==> src/rtl/instr_fetch_unit.sv <==
// rtl/instr_fetch_unit.sv - IF stage: fetch PC, BRAM address, 1-entry skid, redirect flush
// Optional fetch-fault tagging is enabled by defining FETCH_FAULT_EN.
module instr_fetch_unit #(
  parameter logic [31:0] RESET_PC       = 32'h0000_0000,
  parameter int          IMEM_ADDR_BITS = 14
) (
  input  logic        clk,
  input  logic        rst,
  input  logic        stall_id,
  input  logic        redirect_valid,
  input  logic [31:0] redirect_pc,
  output logic [29:0] imem_addr,
  input  logic [31:0] imem_rdata,
  output logic        if_valid,
  output logic [31:0] if_pc,
  output logic [31:0] if_instr,
  output logic        if_fault
);

  logic [31:0] fetch_pc_q, fetch_pc_d;
  logic        infl_v_q, infl_v_d;
  logic [31:0] infl_pc_q, infl_pc_d;
  logic        infl_fault_q, infl_fault_d;
  logic        sk_v_q, sk_v_d;
  logic [31:0] sk_pc_q, sk_pc_d;
  logic [31:0] sk_instr_q, sk_instr_d;
  logic        sk_fault_q, sk_fault_d;
  logic        out_v_q, out_v_d;
  logic [31:0] out_pc_q, out_pc_d;
  logic [31:0] out_instr_q, out_instr_d;
  logic        out_fault_q, out_fault_d;

  logic        issue;
  logic        accept;
  logic [31:0] issue_pc;
  logic        issue_fault;
  logic [31:0] ret_instr;
  logic        unused_fault_bits;

  always_comb begin
    issue    = redirect_valid | (!sk_v_q & !(out_v_q & stall_id & infl_v_q));
    accept   = !out_v_q | !stall_id;
    issue_pc = redirect_valid ? {redirect_pc[31:2], 2'b00} : {fetch_pc_q[31:2], 2'b00};
    // The BRAM sees the reset PC while reset is held, whatever redirect is doing.
    imem_addr = rst ? RESET_PC[31:2] : issue_pc[31:2];
    unused_fault_bits = ^{redirect_pc[1:0], issue_pc[31:IMEM_ADDR_BITS]};
`ifdef FETCH_FAULT_EN
    issue_fault = (issue_pc[31:IMEM_ADDR_BITS] != '0) | (redirect_valid & (redirect_pc[1:0] != 2'b00));
    ret_instr   = infl_fault_q ? 32'h0000_0013 : imem_rdata;
`else
    issue_fault = 1'b0;
    ret_instr   = imem_rdata;
`endif
  end

  always_comb begin
    fetch_pc_d   = fetch_pc_q;
    infl_v_d     = 1'b0;
    infl_pc_d    = infl_pc_q;
    infl_fault_d = infl_fault_q;
    sk_v_d       = sk_v_q;
    sk_pc_d      = sk_pc_q;
    sk_instr_d   = sk_instr_q;
    sk_fault_d   = sk_fault_q;
    out_v_d      = out_v_q;
    out_pc_d     = out_pc_q;
    out_instr_d  = out_instr_q;
    out_fault_d  = out_fault_q;

    if (issue) begin
      infl_v_d     = 1'b1;
      infl_pc_d    = issue_pc;
      infl_fault_d = issue_fault;
      fetch_pc_d   = issue_pc + 32'd4;
    end

    if (redirect_valid) begin
      out_v_d = 1'b0;
      sk_v_d  = 1'b0;
    end else if (accept) begin
      if (sk_v_q) begin
        out_v_d     = 1'b1;
        out_pc_d    = sk_pc_q;
        out_instr_d = sk_instr_q;
        out_fault_d = sk_fault_q;
        sk_v_d      = infl_v_q;
        if (infl_v_q) begin
          sk_pc_d    = infl_pc_q;
          sk_instr_d = ret_instr;
          sk_fault_d = infl_fault_q;
        end
      end else begin
        out_v_d = infl_v_q;
        if (infl_v_q) begin
          out_pc_d    = infl_pc_q;
          out_instr_d = ret_instr;
          out_fault_d = infl_fault_q;
        end
      end
    end else if (infl_v_q) begin
      // Output is stalled: park the returning word, the BRAM will not hold it.
      sk_v_d     = 1'b1;
      sk_pc_d    = infl_pc_q;
      sk_instr_d = ret_instr;
      sk_fault_d = infl_fault_q;
    end
  end

  always_ff @(posedge clk or posedge rst) begin
    if (rst) begin
      fetch_pc_q   <= RESET_PC;
      infl_v_q     <= 1'b0;
      infl_pc_q    <= 32'h0;
      infl_fault_q <= 1'b0;
      sk_v_q       <= 1'b0;
      sk_pc_q      <= 32'h0;
      sk_instr_q   <= 32'h0;
      sk_fault_q   <= 1'b0;
      out_v_q      <= 1'b0;
      out_pc_q     <= 32'h0;
      out_instr_q  <= 32'h0;
      out_fault_q  <= 1'b0;
    end else begin
      fetch_pc_q   <= fetch_pc_d;
      infl_v_q     <= infl_v_d;
      infl_pc_q    <= infl_pc_d;
      infl_fault_q <= infl_fault_d;
      sk_v_q       <= sk_v_d;
      sk_pc_q      <= sk_pc_d;
      sk_instr_q   <= sk_instr_d;
      sk_fault_q   <= sk_fault_d;
      out_v_q      <= out_v_d;
      out_pc_q     <= out_pc_d;
      out_instr_q  <= out_instr_d;
      out_fault_q  <= out_fault_d;
    end
  end

  assign if_valid = out_v_q;
  assign if_pc    = out_pc_q;
  assign if_instr = out_instr_q;
  assign if_fault = out_fault_q;

endmodule
==> config.mk <==
export PLATFORM = sky130hd
export DESIGN_NAME = instr_fetch_unit
export DESIGN_NICKNAME = d
export VERILOG_FILES = /design/src/rtl/instr_fetch_unit.sv
export SDC_FILE = /design/constraint.sdc
export NUM_CORES = 1
export LEC_CHECK = 0
export ABC_AREA = 1
export CAP_MARGIN = 10
export CORE_UTILIZATION = 53
export CTS_BUF_LIST = sky130_fd_sc_hd__clkbuf_16
export DETAILED_ROUTE_END_ITERATION = 10
export PLACE_DENSITY = 0.81
export SKIP_LAST_GASP = 1
export SYNTH_ARGS = -nofsm -noshare
export SYNTH_HDL_FRONTEND = slang
export SYNTH_SLANG_ARGS = --single-unit
==> constraint.sdc <==
create_clock -name clk -period 8.75 [get_ports clk]
set_input_delay 1.75 -clock clk [delete_from_list [all_inputs] [get_ports clk]]
set_output_delay 1.75 -clock clk [all_outputs]
set_load 0.005 [all_outputs]
==> results of run 1 <==
kinds of logic (layout without fill, tap and decap cells):
| family | Yosys count | in the layout | synth area share [%] |
|---|---|---|---|
| flip-flops | 187 | 187 | 51.7 |
| AND/OR/NAND/NOR | 518 | 518 | 23.9 |
| buffers and inverters | 185 | 317 | 8.72 |
| AO/OA/AOI/OAI | 262 | 262 | 15.5 |
| other | 1 | 3 | 0.0414 |
| adder cells (fa/ha/maj) | 1 | 1 | 0.138 |
cells in the final DEF (no fill, tap or decap), types with 6 or more instances in the layout:
cell type and n:
nand2_1 341, o21ai_0 204, dfrtp_1 187, clkdlybuf4s50_1 157, inv_1 112, nor2_1 88
nand3_1 43, a21oi_1 21, nand2_2 19, clkbuf_16 17, o21ai_2 9, o21ai_1 8
inv_2 6, o21a_1 6, nor2_2 6, o211ai_1 6, buf_4 6
area by class of cell:
class / instances / area (sq um)
clock buffers: 17 / 425
repair buffers: 166 / 1660
multi-input cells: 784 / 3590
fillers: 1404 / 5420
inverters: 120 / 459
flip-flops and latches: 187 / 4680
well taps: 220 / 275
clock inverters: 14 / 134
synthesized netlist by cell type, types with 2 or more instances:
cell	count
a21oi_1	21
o211ai_1	6
o221ai_1	5
nand3_1	43
inv_1	111
nor2_4	5
or2_2	5
buf_1	4
nand4_1	3
o21a_1	6
buf_2	17
nand2_1	342
nor2_1	88
o21ai_1	8
buf_4	6
nor2_2	6
dfrtp_1	187
nand2_4	2
o21ai_2	9
nor3_1	3
o21bai_1	2
buf_6	5
inv_2	7
o21ai_0	204
nand2_2	18
clkbuf_1	32
stage by stage:
stage | area (sq um) | power, mW | hold slack (ps) | cells | setup slack (ps)
after floorplan | 9060 | 1.59 | 442 | 1156 | 1720
after global placement | 10600 | 1.88 | 461 | 1476 | 3260
after detailed placement | 10600 | 1.92 | 468 | 1476 | 3210
after CTS | 11200 | 2.66 | 483 | 1507 | 3210
after global routing | 11200 | 2.80 | 503 | 1508 | 3160
final | 11200 | 2.64 | 481 | 1508 | 3370
critical path, stage by stage:
cell and delay (ps):
buf_2 70, buf_4 450, inv_4 270, o21ai_0 520, nor2_1 80, clkdlybuf4s50_1 470
power groups by stage:
stage / registers, mW / logic [mW] / clock network [mW]
after floorplan: 1.21 / 0.382 / 0
after global placement: 1.21 / 0.674 / 0
after detailed placement: 1.22 / 0.693 / 0
after CTS: 1.21 / 0.698 / 0.750
after global routing: 1.24 / 0.782 / 0.781
final: 1.21 / 0.692 / 0.738
flip-flops by register name (all words and copies together), names as in the netlist:
signal,cells
infl_pc_q,30
sk_instr_q,32
fetch_pc_q,30
if_valid,1
sk_pc_q,30
if_pc,30
if_instr,32
infl_v_q,1
sk_v_q,1
routing by layer:
layer | track usage, % | up-vias | share of wire [%]
met1 | 35.4 | 3577 | 46
li1 | - | 3901 | -
met5 | 0 | - | 0
met3 | 3.95 | 44 | 6.6
met2 | 36.7 | 317 | 44
met4 | 10.0 | 0 | 2.6
worst paths after layout:
check / slack [ps] / depth (start not counted) / end / start
min: 480 / 2 / sk_pc_q[23] / sk_pc_q[23]
max reg2reg: 6770 / 7 / fetch_pc_q[11] / if_valid
min in group asynchronous: 2520 / 4 / infl_pc_q[14] / rst
max: 3370 / 6 / imem_addr[25] / redirect_valid
min reg2reg: 480 / 2 / sk_pc_q[23] / sk_pc_q[23]
max in group asynchronous: 5410 / 4 / if_pc[19] / rst
==> flow_summary.yaml, run 1 <==
floorplanning:
  dieArea_sq_um: 17600
  rows: 47
  die_x_um: 133
  core_region_area_sq_um: 16600
  start_util_pct: 54.4
  io_pins: 164
  die_h_um: 133
sta:
  fin_crit_ps: 5380
  slew_headroom_pct: 26.8
  rsz0062_at_grt: "no"
  fin_crit_sh_pct: 61.4
  setup_violations: 0
  fin_tns_setup_ps: 0
  drv_slew: 0
  skew_ps: 7.31
  fmax_ghz: 0.186
  tightest_slew_ps: 1100
  finalHoldViolations: 0
routing:
  first_iter_violations: 659
  ant_nets: 0
  drc_errors: 0
  via_per_inst: 5.20
  wirelength_um: 20900
  via_count: 7839
  wire_per_inst_um: 13.9
  firstDrtPassIters: 4
setup_path:
  required_ps: 7000
  critPathCaptureType: "output pin"
  critPathMaxFanout: 44
  critPathKind: "in2out"
  worst_setup_path_start_kind: "primary input"
  arrival_ps: 3630
global_routing:
  grt_antenna_before_repair: 0
  grt_pass1_wl_um: 34400
  grt_pass1_vias: 6997
  grt_usage_pct: 24.4
  grt_max_degree: 188
  grt-ovfl-total: 0
clocking:
  clock_latency_ps: 430
  htree_levels: 4
  holdBufCountCts: 0
  clockBufferDepth: 2
  clock-sinks: 187
  numCtsBuffers: 17
  cts_tree: "yes"
  cts.clk_slew.worst_paths_ps: 70
  postCtsSetupRepairBufs: 0
  cts-root-buf: "clkbuf_16"
  ctsResizeCount: 0
power:
  pwr-share-seq_pct: 45.9
  peakVddDrop_v: 0.000167
  intPower_mw: 1.84
  p_leak_nw: 5.43
  p_per_area_nw_per_um2: 235
  pwr-share-clk_pct: 27.9
  switching_share_pct: 30.4
  p_comb_share_pct: 26.2
  p_switching_mw: 0.802
synthesis:
  ys_seq_area_share_pct: 51.7
  synthArstFlopShare_pct: 100
  ys_types: 35
  ys.flop_type: "dfrtp_1"
  synth_top_area_share_pct: 51.7
  synth_largest_area_cell: "dfrtp_1"
  synth_area_sq_um: 9050
  synth-edff-count: 0
  synthCells: 1154
  synth-seq-cells: 187
  avgSynthCellArea_sq_um: 7.84
  synth_warnings: 0
  netlist_top_cells_area: "dfrtp_1 52%, nand2_1 14%, o21ai_0 11%"
finish:
  final_nets: 1345
  final_util_pct: 67.4
  syn_to_final_growth_pct: 24.0
  diodes: 0
  drive_gt1_share_pct: 7.30
job:
  maxCapViolCount: 0
place:
  port_buffers: 158
  place_congestion: 0.898
  dp_hpwl_um: 13600
worst_hold_path:
  hp-class: "reg2reg"
outcome:
  status: "complete, no violations"
Power figures use the tool's default switching activity.
==> run 2: changes to the inputs <==
CORE_UTILIZATION = 48   (was 53)
PLACE_DENSITY = 0.77   (was 0.81)
clock period = 4.9 ns   (was 8.75 ns; I/O delays follow)
==> flow_summary.yaml, run 2 (same netlist as run 1, synthesis figures left out) <==
outcome:
  status: "complete, no violations"
sta:
  fin_crit_ps: 3710
  fmax_ghz: 0.270
  fin_tns_setup_ps: 0
  finalHoldViolations: 0
  skew_ps: 14.9
  tightest_slew_ps: 1110
  slew_headroom_pct: 25.4
  drv_slew: 0
  fin_crit_sh_pct: 75.6
  rsz0062_at_grt: "no"
  setup_violations: 0
place:
  placed_area_sq_um: 10700
  place_congestion: 0.889
  dp_hpwl_um: 14500
  port_buffers: 158
routing:
  wire_per_inst_um: 14.1
  firstDrtPassIters: 5
  wirelength_um: 21400
  first_iter_violations: 578
  via_count: 7782
  ant_nets: 0
  via_per_inst: 5.11
  drc_errors: 0
finish:
  final_area_sq_um: 11300
  final_common_cell: "nand2_1"
  final_cell_mix: "341 x nand2_1, 204 x o21ai_0, 187 x dfrtp_1"
  syn_to_final_growth_pct: 25.2
  diodes: 0
  drive_gt1_share_pct: 7.73
  fill_cells: 1578
  final_nets: 1349
floorplanning:
  core_region_area_sq_um: 18200
  dieArea_sq_um: 19400
  die_x_um: 139
  io_pins: 164
  start_util_pct: 49.7
  die_h_um: 139
  rows: 49
clocking:
  clock-sinks: 187
  cts-root-buf: "clkbuf_16"
  postCtsSetupRepairBufs: 0
  clockBufferDepth: 2
  cts.clk_slew.worst_paths_ps: 60
  htree_levels: 4
  holdBufCountCts: 0
  ctsResizeCount: 0
  cts_tree: "yes"
  numCtsBuffers: 17
  clock_latency_ps: 430
power:
  p_leak_nw: 5.48
  peakVddDrop_v: 0.000281
  power.total_mw: 4.81
  p_per_area_nw_per_um2: 424
global_routing:
  grt_pass1_wl_um: 36100
  grt_usage_pct: 23.1
  grt_max_degree: 126
  grt_antenna_before_repair: 0
  grt_pass1_vias: 7353
  grt-ovfl-total: 0
setup_path:
  worst_setup_path_start_kind: "primary input"
  ff2ff_setup_slack_ps: 2590
  critPathLaunch: "redirect_valid"
  worstReg2RegEnd: "if_instr[25]"
  rr_worst_depth: 7
  critPathCaptureType: "output pin"
  reg2reg_from: "if_valid"
  crit_end: "imem_addr[19]"
  arrival_ps: 2730
  critPathKind: "in2out"
  required_ps: 3920
  critPathMaxFanout: 37
job:
  maxCapViolCount: 0
worst_hold_path:
  hp-class: "reg2reg"
==> run 2: cell types whose count changed in the layout (fill, tap and decap cells not counted), sizes merged <==
cell / previous run / this run
buf: 9 / 13
bufinv: 2 / 3
clkinvlp: 3 / 2
inv: 120 / 121
==> run 2: worst max-delay path, stage by stage <==
cell and delay [ps]:
buf_2 250, buf_4 430, nand2_1 110, nand2_1 150, inv_1 110, nor2_1 130, clkdlybuf4s50_1 520
==> run 2: per-layer routing <==
metal / routed length [um] / global-route usage (%) / part of all wire, %
met1: 10200 / 32.7 / 47
met2: 9570 / 36.0 / 45
met3: 1340 / 4.75 / 6.2
met4: 350 / 6.61 / 1.6
met5: 0 / 0 / 0
==> run 2: final cells by class <==
type / instances / area, sq um / area share (%)
flip-flops and latches: 187 / 4680 / 41.3
clock inverters: 15 / 171 / 1.51
well taps: 229 / 287 / 2.53
inverters: 120 / 458 / 4.04
clock buffers: 17 / 425 / 3.76
repair buffers: 170 / 1720 / 15.2
multi-input cells: 784 / 3590 / 31.7
==> run 2: per-stage QoR <==
step	cells	util [%]	setup WS (ps)	hold slack, ps
3_5_place_dp	1490	58.9	1230	468
4_1_cts	1522	62.2	1210	485
2_1_floorplan	1156	-	1260	442
5_1_grt	1522	62.2	1090	497
6_report	1522	62.2	1190	481
3_3_place_gp	1490	58.9	1250	461
==> run 2: worst min-delay path by stage <==
stage	start	to	cells after the start
after floorplan	fetch_pc_q[3]	fetch_pc_q[3]	2
after global placement	sk_pc_q[31]	sk_pc_q[31]	2
after detailed placement	sk_pc_q[23]	sk_pc_q[23]	2
after CTS	sk_pc_q[23]	sk_pc_q[23]	2
after global routing	if_instr[11]	if_instr[11]	2
final	sk_pc_q[2]	sk_pc_q[2]	2
==> run 2: power by group <==
| part | switching (mW) | internal, mW |
|---|---|---|
| Combinational | 0.660 | 0.589 |
| Clock | 0.595 | 0.803 |
| Sequential | 0.201 | 1.96 |
==> run 3: changes to the inputs <==
CORE_UTILIZATION = 53   (was 48)
PLACE_DENSITY = 0.81   (was 0.77)
clock period = 3.46 ns   (was 4.9 ns; I/O delays follow)
==> flow_summary.yaml, run 3 (same netlist as run 1, synthesis figures left out) <==
clocking:
  clockBufferDepth: 2
  cts_tree: "yes"
  postCtsSetupRepairBufs: 0
  holdBufCountCts: 0
  cts-root-buf: "clkbuf_16"
  numCtsBuffers: 17
  clock_latency_ps: 420
  cts.clk_slew.worst_paths_ps: 60
  clock-sinks: 187
  htree_levels: 4
  ctsResizeCount: 0
job:
  maxCapViolCount: 0
setup_path:
  critPathCaptureType: "output pin"
  required_ps: 2770
  worst_setup_path_start_kind: "primary input"
  critPathKind: "in2out"
  critPathMaxFanout: 28
  arrival_ps: 2180
  critPathLaunch: "redirect_valid"
  reg2reg_from: "sk_v_q"
power:
  switching_share_pct: 29.9
  p_per_area_nw_per_um2: 606
  intPower_mw: 4.82
  p_switching_mw: 2.06
  p_leak_nw: 5.50
  pwr-share-seq_pct: 44.4
  peakVddDrop_v: 0.000393
  power.total_mw: 6.88
  p_comb_share_pct: 25.8
  pwr-share-clk_pct: 29.8
global_routing:
  grt_max_degree: 126
  grt-ovfl-total: 0
  grt_usage_pct: 24.6
  grt_pass1_wl_um: 34800
  grt_pass1_vias: 7146
  grt_antenna_before_repair: 0
place:
  dp_hpwl_um: 14100
  port_buffers: 158
  place_congestion: 0.947
sta:
  fin_tns_setup_ps: 0
  slew_headroom_pct: 28.6
  fin_crit_ps: 2880
  finalHoldViolations: 0
  fin_crit_sh_pct: 83.1
  skew_ps: 9.79
  setup_violations: 0
  rsz0062_at_grt: "no"
  hold_ws_ps: 479
  drv_slew: 0
  tightest_slew_ps: 1070
  fmax_ghz: 0.348
routing:
  via_per_inst: 5.17
  drc_errors: 0
  wire_per_inst_um: 13.9
  ant_nets: 0
  firstDrtPassIters: 7
  first_iter_violations: 590
  via_count: 7844
  wirelength_um: 21100
finish:
  multiInputGateArea_sq_um: 3590
  diodes: 0
  final_common_cell: "nand2_1"
  fill_cells: 1380
  final_nets: 1352
  final_util_pct: 68.2
  seqCellArea_sq_um: 4680
  final_cell_mix: "341 x nand2_1, 204 x o21ai_0, 187 x dfrtp_1"
  drive_gt1_share_pct: 8.02
  syn_to_final_growth_pct: 25.4
floorplanning:
  die_h_um: 133
  dieArea_sq_um: 17600
  rows: 47
  start_util_pct: 54.4
  die_x_um: 133
  io_pins: 164
  core_region_area_sq_um: 16600
outcome:
  status: "complete, no violations"
worst_hold_path:
  hold_path_startpoint: "sk_instr_q[8]"
  hp-class: "reg2reg"
-- run 3: cell types whose count changed in the layout (fill, tap and decap cells not counted), sizes merged --
cell / previous run / this run
buf: 13 / 16
bufinv: 3 / 4
clkinv: 9 / 8
clkinvlp: 2 / 3
inv: 121 / 120
-- run 3: final cells by class --
cell class	instances	area share, %
Clock buffer	17	3.75
Clock inverter	15	1.73
Inverter	120	4.03
Multi-Input combinational cell	784	31.6
Sequential cell	187	41.2
Tap cell	220	2.42
Timing Repair Buffer	173	15.2
-- run 3: stage by stage --
stage | instances | instance area (sq um) | setup slack, ps
after floorplan | 1156 | 9060 | 105
after global placement | 1484 | 10700 | 634
after detailed placement | 1484 | 10700 | 625
after CTS | 1516 | 11400 | 609
after global routing | 1516 | 11400 | 443
final | 1516 | 11400 | 584
-- run 3: final timing paths --
path,to,slack [ps],cells past startpoint
worst max-delay path,imem_addr[18],580,8
worst min-delay path,sk_instr_q[8],480,2
worst max register to register,if_instr[24],1600,5
worst min register to register,sk_instr_q[8],480,2
max in group asynchronous,infl_pc_q[19],1770,4
min in group asynchronous,fetch_pc_q[25],790,3
-- run 3: power by group through the flow --
stage	Sequential [mW]	Clock (mW)	Combinational, mW
finish	3.06	2.05	1.77
global route	3.12	2.17	2.00
CTS	3.06	2.09	1.78
detailed placement	3.09	0	1.77
global placement	3.06	0	1.72
floorplan	3.06	0	0.968
-- run 3: critical path: stages --
cell             delay [ps]
buf_2                   140
inv_4                   270
buf_4                   210
nand2_1                  60
nand2_2                  90
inv_1                    90
nor2_1                  100
clkdlybuf4s50_1         510
-- run 3: metal layers --
layer | vias to the layer above | track usage [%] | wire length [um]
li1 | 3922 | - | -
met1 | 3602 | 35.7 | 10000
met2 | 297 | 38.4 | 9470
met3 | 23 | 3.75 | 1340
met4 | 0 | 7.47 | 261
met5 | - | 0 | 0
